## config.mk

```make
export PLATFORM = sky130hd
export DESIGN_NAME = input_tile_read_scheduler
export DESIGN_NICKNAME = d
export VERILOG_FILES = /design/src/rtl/input_tile_read_scheduler.sv
export SDC_FILE = /design/constraint.sdc
export NUM_CORES = 1
export LEC_CHECK = 0
export CAP_MARGIN = 40
export CORE_ASPECT_RATIO = 0.6
export CORE_UTILIZATION = 45
export CTS_CLUSTER_DIAMETER = 40
export CTS_CLUSTER_SIZE = 16
export DETAILED_ROUTE_END_ITERATION = 10
export HOLD_SLACK_MARGIN = 0.15
export PLACE_DENSITY_LB_ADDON = 0.08
export SETUP_SLACK_MARGIN = 0.5
export SLEW_MARGIN = 40
export SYNTH_ARGS = -nofsm -noshare
export SYNTH_HDL_FRONTEND = slang
export SYNTH_SLANG_ARGS = --single-unit
```

## constraint.sdc

```tcl
create_clock -name clk -period 2.9 [get_ports clk]
set_clock_uncertainty 0.15 [all_clocks]
set_input_delay 0.58 -clock clk [delete_from_list [all_inputs] [get_ports clk]]
set_output_delay 0.58 -clock clk [all_outputs]
set_load 0.01 [all_outputs]
```

## src/rtl/input_tile_read_scheduler.sv

```systemverilog
// Input-buffer read sequencer for one feature-map tile: walks the tile window,
// meters reads with an outstanding-credit counter and forwards returns to the PEs.
module input_tile_read_scheduler #(
    parameter int ADDR_W    = 11,
    parameter int DATA_W    = 16,
    parameter int DIM_W     = 6,
    parameter int MAX_OUTST = 4
) (
    input  logic              clk,
    input  logic              rst_n,
    input  logic              start,
    input  logic              abort,
    input  logic [ADDR_W-1:0] base_addr,
    input  logic [ADDR_W-1:0] row_stride,
    input  logic [DIM_W-1:0]  tile_rows,
    input  logic [DIM_W-1:0]  tile_cols,
    output logic [ADDR_W-1:0] addr_read_input,
    output logic              read_en_input,
    input  logic              data_valid,
    input  logic [DATA_W-1:0] data_read,
    output logic [DATA_W-1:0] pe_data,
    output logic              pe_valid,
    output logic              pe_last,
    output logic              busy,
    output logic              done,
    output logic              aborted
);

    localparam int OW = $clog2(MAX_OUTST + 1);
    localparam int PW = 2 * DIM_W;
    localparam logic [OW-1:0] MAX_O = OW'(MAX_OUTST);

    typedef enum logic [1:0] {
        S_IDLE,
        S_ISSUE,
        S_DRAIN,
        S_FINISH
    } state_t;

    state_t state, state_nxt;

    logic [DIM_W-1:0]  rows_q;
    logic [DIM_W-1:0]  cols_q;
    logic [ADDR_W-1:0] stride_q;
    logic [DIM_W-1:0]  r_q;
    logic [DIM_W-1:0]  c_q;
    logic [ADDR_W-1:0] row_base_q;
    logic [ADDR_W-1:0] cur_addr_q;
    logic [PW-1:0]     total_q;
    logic [PW-1:0]     ret_cnt_q;
    logic [OW-1:0]     outst_q;
    logic              abort_flag_q;

    logic              issue;
    logic              ret;
    logic              dec;
    logic              last_elem;
    logic              last_col;
    logic              empty_tile;
    logic              launch;
    logic [OW-1:0]     outst_nxt;
    logic [ADDR_W-1:0] next_row_base;

    always_ff @(posedge clk or negedge rst_n) begin
        if (!rst_n) begin
            state <= S_IDLE;
        end else begin
            state <= state_nxt;
        end
    end

    always_comb begin
        state_nxt = state;
        unique case (state)
            S_IDLE: begin
                if (start) begin
                    state_nxt = empty_tile ? S_FINISH : S_ISSUE;
                end
            end
            S_ISSUE: begin
                if (abort) begin
                    state_nxt = S_DRAIN;
                end else if (issue && last_elem) begin
                    state_nxt = S_DRAIN;
                end
            end
            S_DRAIN: begin
                if (outst_nxt == '0) begin
                    state_nxt = S_FINISH;
                end
            end
            S_FINISH: begin
                state_nxt = S_IDLE;
            end
            default: state_nxt = S_IDLE;
        endcase
    end

    always_comb begin
        last_col      = (c_q == cols_q - DIM_W'(1));
        last_elem     = last_col && (r_q == rows_q - DIM_W'(1));
        empty_tile    = (tile_rows == '0) || (tile_cols == '0);
        launch        = (state == S_IDLE) && start;
        issue         = (state == S_ISSUE) && !abort && (outst_q < MAX_O);
        ret           = data_valid && busy;
        // Saturating credit: a stray return can never wrap the counter.
        dec           = data_valid && (outst_q != '0);
        next_row_base = row_base_q + stride_q;
        outst_nxt     = outst_q;
        if (issue && !dec) begin
            outst_nxt = outst_q + OW'(1);
        end else if (!issue && dec) begin
            outst_nxt = outst_q - OW'(1);
        end
    end

    always_ff @(posedge clk or negedge rst_n) begin
        if (!rst_n) begin
            rows_q          <= '0;
            cols_q          <= '0;
            stride_q        <= '0;
            r_q             <= '0;
            c_q             <= '0;
            row_base_q      <= '0;
            cur_addr_q      <= '0;
            total_q         <= '0;
            ret_cnt_q       <= '0;
            outst_q         <= '0;
            abort_flag_q    <= 1'b0;
            addr_read_input <= '0;
            read_en_input   <= 1'b0;
            pe_data         <= '0;
            pe_valid        <= 1'b0;
            pe_last         <= 1'b0;
            busy            <= 1'b0;
            done            <= 1'b0;
            aborted         <= 1'b0;
        end else begin
            read_en_input <= issue;
            outst_q       <= outst_nxt;
            done          <= (state == S_FINISH);
            aborted       <= (state == S_FINISH) && abort_flag_q;
            pe_valid      <= ret;
            pe_last       <= ret && (ret_cnt_q == total_q - PW'(1));

            if (ret) begin
                pe_data   <= data_read;
                ret_cnt_q <= ret_cnt_q + PW'(1);
            end

            if (launch) begin
                rows_q       <= tile_rows;
                cols_q       <= tile_cols;
                stride_q     <= row_stride;
                r_q          <= '0;
                c_q          <= '0;
                row_base_q   <= base_addr;
                cur_addr_q   <= base_addr;
                total_q      <= PW'(tile_rows) * PW'(tile_cols);
                ret_cnt_q    <= '0;
                abort_flag_q <= 1'b0;
                busy         <= 1'b1;
            end

            if ((state == S_ISSUE) && abort) begin
                abort_flag_q <= 1'b1;
            end

            // Row stepping by accumulation keeps the address path adder-only.
            if (issue) begin
                addr_read_input <= cur_addr_q;
                if (!last_col) begin
                    c_q        <= c_q + DIM_W'(1);
                    cur_addr_q <= cur_addr_q + ADDR_W'(1);
                end else begin
                    c_q        <= '0;
                    r_q        <= r_q + DIM_W'(1);
                    row_base_q <= next_row_base;
                    cur_addr_q <= next_row_base;
                end
            end

            if (state == S_FINISH) begin
                busy <= 1'b0;
            end
        end
    end

endmodule

```

Yosys cells after proc, flatten, opt, wreduce, memory -nomap -nowiden
Index checks and enable logic that the tools add are counted.
- register bits after elaboration: 120
- input port bits: 55
- output and inout bits: 33
- add/sub/neg operators: 10
- multipliers: 1
- order comparisons: 1
- equal/unequal tests: 9
- muxes and demuxes: 26
- reduce and logical (&&, ||, !) cells: 26
- operator list (cell ; count):
    $mux W11 ; 6
    $mux W6 ; 6
    $mux W12 ; 2
    $add A12 B1 Y12 const B ; 1
    $add A6 B1 Y6 const B ; 2
    $eq A12 B12 Y1 ; 1
    $eq A6 B6 Y1 ; 2
    $logic_and A1 B1 Y1 ; 12
    $logic_not A6 Y1 ; 2
    $mul A6 B6 Y12 ; 1
    $sub A12 B1 Y12 const B ; 1
    $sub A6 B1 Y6 const B ; 2
    $add A11 B1 Y11 const B ; 1
    $add A11 B11 Y11 ; 1
    $mux W2 ; 5
    $pmux W2 S4 ; 1
    $reduce_bool A2 Y1 ; 4
    $mux W3 ; 2
    $eq A2 B2 Y1 const B ; 2
    $mux W1 ; 4
    $ne A2 B2 Y1 const B ; 2
    $add A3 B1 Y3 const B ; 1
    $logic_not A1 Y1 ; 3
    $logic_not A3 Y1 ; 1
    other kinds (8) ; 8

Logic depth before layout (Yosys ltp)
- word-level depth: 10
- gate-level depth with buffers: 16
- depth with buffers taken out: 15

Worst setup path before layout
No wires, ideal clock.
- path kind: in2reg
- from: input tile_rows[2]
- to: register total_q[11]
- library setup time: 0.134 ns
- arrival: 3.906 ns
- data required time: 2.616 ns
- slack: -1.290 ns
- cell stages on the path: 16
- buffers on the path: 1
- cells stage by stage: clkbuf_1 nand2_1 fa_1 inv_1 ha_1 inv_1 fa_1 inv_1 fa_1 a21o_1 a21oi_1 o21bai_1 a211o_1 a31oi_1 xor2_1 o21ai_0
- cells in the longest elaborated chain, start to end: 1
- ends and longest elaborated chain (element ; line ; source):
    from (decl) ; 15 ; input logic [DIM_W-1:0] tile_rows,
    $mul A6 B6 Y12 ; 159 ; total_q <= PW'(tile_rows) * PW'(tile_cols);
    to (signal assigned) ; 159 ;
    to (decl) ; 49 ; logic [PW-1:0] total_q;
No other way between the ends.
A chain may end at the register's enable or synchronous reset.

Worst setup path in the final report
- from: input tile_rows[3]
- to: register total_q[10]
The elaborated chain is that of the path after synthesis.

==> summary.txt <==
status = finished with violations
violated checks = setup timing
Clk pwr share = 0.204
initial antenna violation count = 0
number of vias per cell = 5.247
Post-synth EDFFs = 0
switching share of power = 0.3976
largest net degree at the start of global routing = 47
Initial DRT Pass Iterations = 4
Avg Cell Area, Syn = 8.753 µm²
vias in the first global route = 6269
die height = 101.8 µm
Max Root-Sink Buffers = 2
Final Cycle Share = 1.278
overall routed net length = 19.42 mm
Sequential Power Share = 0.297
DP HPWL = 13.80 mm
routability cong. = 0.8500
Core ar. = 16220 µm²
Buffers on Ports = 87
Worst-Skew Late Latency = 0.42 ns
Critical Path RT = 3.05 ns
Setup crit end kind = flop
worst r2r src = cols_q[0]
CTS tree = yes
max-cap violation count = 0
largest area contributor in the netlist = dfrtp_1
worst hold-check path type = flop to flop
leakage = 4.834 nW
Placement Setup Slack = -1.758 ns
setup violators final = 7
antenna diode count = 0
Peak VDD IR = 0.0005175 V
ys flop type = dfrtp_1
Distinct cells, synth = 63
Worst Setup Start Kind = primary input
number of synthesis warnings = 0
clock transition at the registers of the reported paths = 0.06 ns
worst r2r dst = state[1]
H-tree lvl count = 4
RSZ-0062 raised after global routing = true
Relative slew margins = 0.6571
worst stage delay on the critical path = 0.54 ns
register area = 3005 µm²
hold path cells = 2
worst-path cell chain = buf_8 > and2_4 > fa_1 > inv_2 > fa_1 > fa_1 > inv_2 > ha_4 > buf_4 > buf_6 > a21oi_4 > o21bai_1 > a211o_1 > a31oi_1 > xor2_1 > o21ai_0
slowest stage cell on the critical path = fa_1
DR vias = 6448
drt initial violations = 361
Max FO, Critical Path = 6
Ports = 88
synthesized cell area = 7466 µm²
Least-Margin Pin Slew = 0.5079 ns
P&R area growth vs syn = 35.50%
Setup Crit Path Kind = primary input to flop
cell depth of the worst flop-to-flop path = 7
Fin. Hold Viols = 0
NumNets Final = 1125
Die Wd = 168.3 µm
Synth area leaders = dfrtp_1 40%, nand2_1 11%, ha_1 7.5%
drt wl/cell = 15.80 µm
proportion of netlist area held by the largest area contributor = 0.4022
Num CTS Buffers = 17
Final Util = 0.6238
GRT overflow = 0
FILL cells = 1348
first-pass GRT wire length = 31.59 mm
Max Clk Rate = 0.2699 GHz
starting density of the core = 0.4604
hold path start = addr_read_input[2]
drt drc = 0
Design Power = 0.009879 W
GRT Util Overall = 0.2348
die area = 17130 µm²
Worst Path Arrival = 3.85 ns
PD cells = 976.5 nW/µm²
root buf cell = clkbuf_16
Post-synth ARST share = 1.000
num rows = 36
CP dominant cell by count = fa_1
Routed Antenna Nets = 0
net switching power = 0.003927 W
crit path time final = 3.705 ns
Reg2Reg Setup Slack = 0.49 ns
ratio of cells with drive above 1 in the final layout = 0.2020
Mapped Cells = 853
Seq/Total Area, Yosys = 0.4022
Logic pwr share = 0.498
multi-input logic area = 4573 µm²
Setup TNS Final = -3.700 ns
worst setup margin = -0.8050 ns
clock sink count = 120
syn nets = 971
Yosys reg bits = 120
max-slew violations = 0
Cell Int Power = 0.005951 W
worst hold endpoint = addr_read_input[2]
## layout make-up
cell class | count | share of cell area
sequential | 120 | 0.2971
clock buffer | 19 | 0.04378
clock inverter | 13 | 0.01224
timing repair buffer | 166 | 0.1519
multi-input combinational | 657 | 0.4521
tap | 209 | 0.02585
inverter | 45 | 0.01707
## placed cells by master (no fill, tap or decap), drive strengths merged, types with 18 or more instances in the layout
| cell | instances |
|---|---|
| nand2 | 217 |
| dfrtp | 120 |
| buf | 90 |
| clkdlybuf4s50 | 74 |
| inv | 45 |
| ha | 45 |
| a21oi | 42 |
| nor2 | 41 |
| o21ai | 39 |
| xor2 | 31 |
| xnor2 | 30 |
| nand3 | 25 |
| and3 | 23 |
| and2 | 22 |
| clkbuf | 19 |
| fa | 18 |
## registers in the layout, indices dropped and copies added (netlist names)
signal and flops:
r_q 6, c_q 6, cur_addr_q 11, pe_last 1, busy 1, cols_q 6, outst_q 3, ret_cnt_q 12
read_en_input 1, row_base_q 11, pe_data 16, stride_q 11, state 2, aborted 1, done 1, addr_read_input 11
rows_q 6, pe_valid 1, abort_flag_q 1, total_q 12
## worst max-delay path, delay by kind of cell
kind                     cells  cell delay (ns)
AND/OR/NAND/NOR              1             0.15
AO/OA/AOI/OAI                5             0.79
adder cells (fa/ha/maj)      4             1.74
XOR/XNOR                     1             0.15
buffers and inverters        5             0.44
## synthesized netlist by cell type, drive strengths merged (3+ instances only)
| cell type | count |
|---|---|
| nand4 | 4 |
| ha | 45 |
| a31oi | 8 |
| a21oi | 42 |
| or4 | 3 |
| a211oi | 11 |
| nand3 | 25 |
| nor3b | 5 |
| a21boi | 3 |
| or3 | 3 |
| xnor2 | 30 |
| mux2i | 4 |
| o21bai | 5 |
| nand2 | 217 |
| fa | 18 |
| and3 | 23 |
| o31ai | 3 |
| nand3b | 3 |
| inv | 44 |
| a21o | 9 |
| dfrtp | 120 |
| clkbuf | 24 |
| nand2b | 9 |
| nor4 | 3 |
| nor3 | 13 |
| xor2 | 31 |
| and2 | 22 |
| o21ai | 39 |
| buf | 7 |
| o22ai | 3 |
| nor2b | 5 |
| nor2 | 41 |
## what timing repair did
action,CTS,global route
hold buffers,1,0
gates resized for setup,99,57
setup endpoints to repair,34,32
cloned,0,1
endpoints found under the hold margin,25,0
setup buffers,15,11
pin swaps,39,39
## metal layers
layer | global-route usage | wire length [µm] | up-vias
met1 | 0.3501 | 10130 | 3091
met4 | 0.06783 | 115 | 0
li1 | - | - | 3185
met2 | 0.3457 | 8366 | 160
met3 | 0.04494 | 809 | 12
met5 | 0 | 0 | -
## power by group through the flow
stage	logic [W]	clock network [W]	registers (W)
finish	0.00492	0.00202	0.00293
global route	0.00547	0.00214	0.00304
CTS	0.00455	0.00206	0.00291
detailed placement	0.00419	0	0.00293
global placement	0.00405	0	0.00290
floorplan	0.00277	0	0.00288
## worst max-delay path by stage
stage	start	end	slack [ns]	cells after the start
finish	tile_rows[3]	total_q[10]	-0.80	16
global route	tile_rows[3]	total_q[11]	-0.93	15
CTS	tile_cols[1]	total_q[11]	-0.84	15
detailed placement	tile_rows[2]	total_q[11]	-1.76	15
global placement	tile_rows[2]	total_q[11]	-1.66	15
floorplan	tile_rows[5]	total_q[11]	-0.98	14
## cells by family (layout without fill, tap and decap cells)
| group | Yosys count | count (layout) | share of synthesized area |
|---|---|---|---|
| simple gates | 385 | 385 | 0.2360 |
| compound gates | 143 | 143 | 0.1212 |
| flops | 120 | 120 | 0.4022 |
| buf+inv | 76 | 243 | 0.03855 |
| fa+ha+maj | 63 | 63 | 0.1237 |
| xor+xnor | 61 | 61 | 0.07156 |
| mux | 5 | 5 | 0.006871 |
## stage by stage
stage	area (µm²)	hold slack [ns]	std cells
6_report	10120	0.3223	1229
4_1_cts	9787	0.3261	1217
2_1_floorplan	7528	0.1344	853
3_3_place_gp	8942	0.3074	1169
5_1_grt	10120	0.3449	1229
3_5_place_dp	8942	0.3114	1169
No activity file was read; power rests on OpenSTA's default activity.
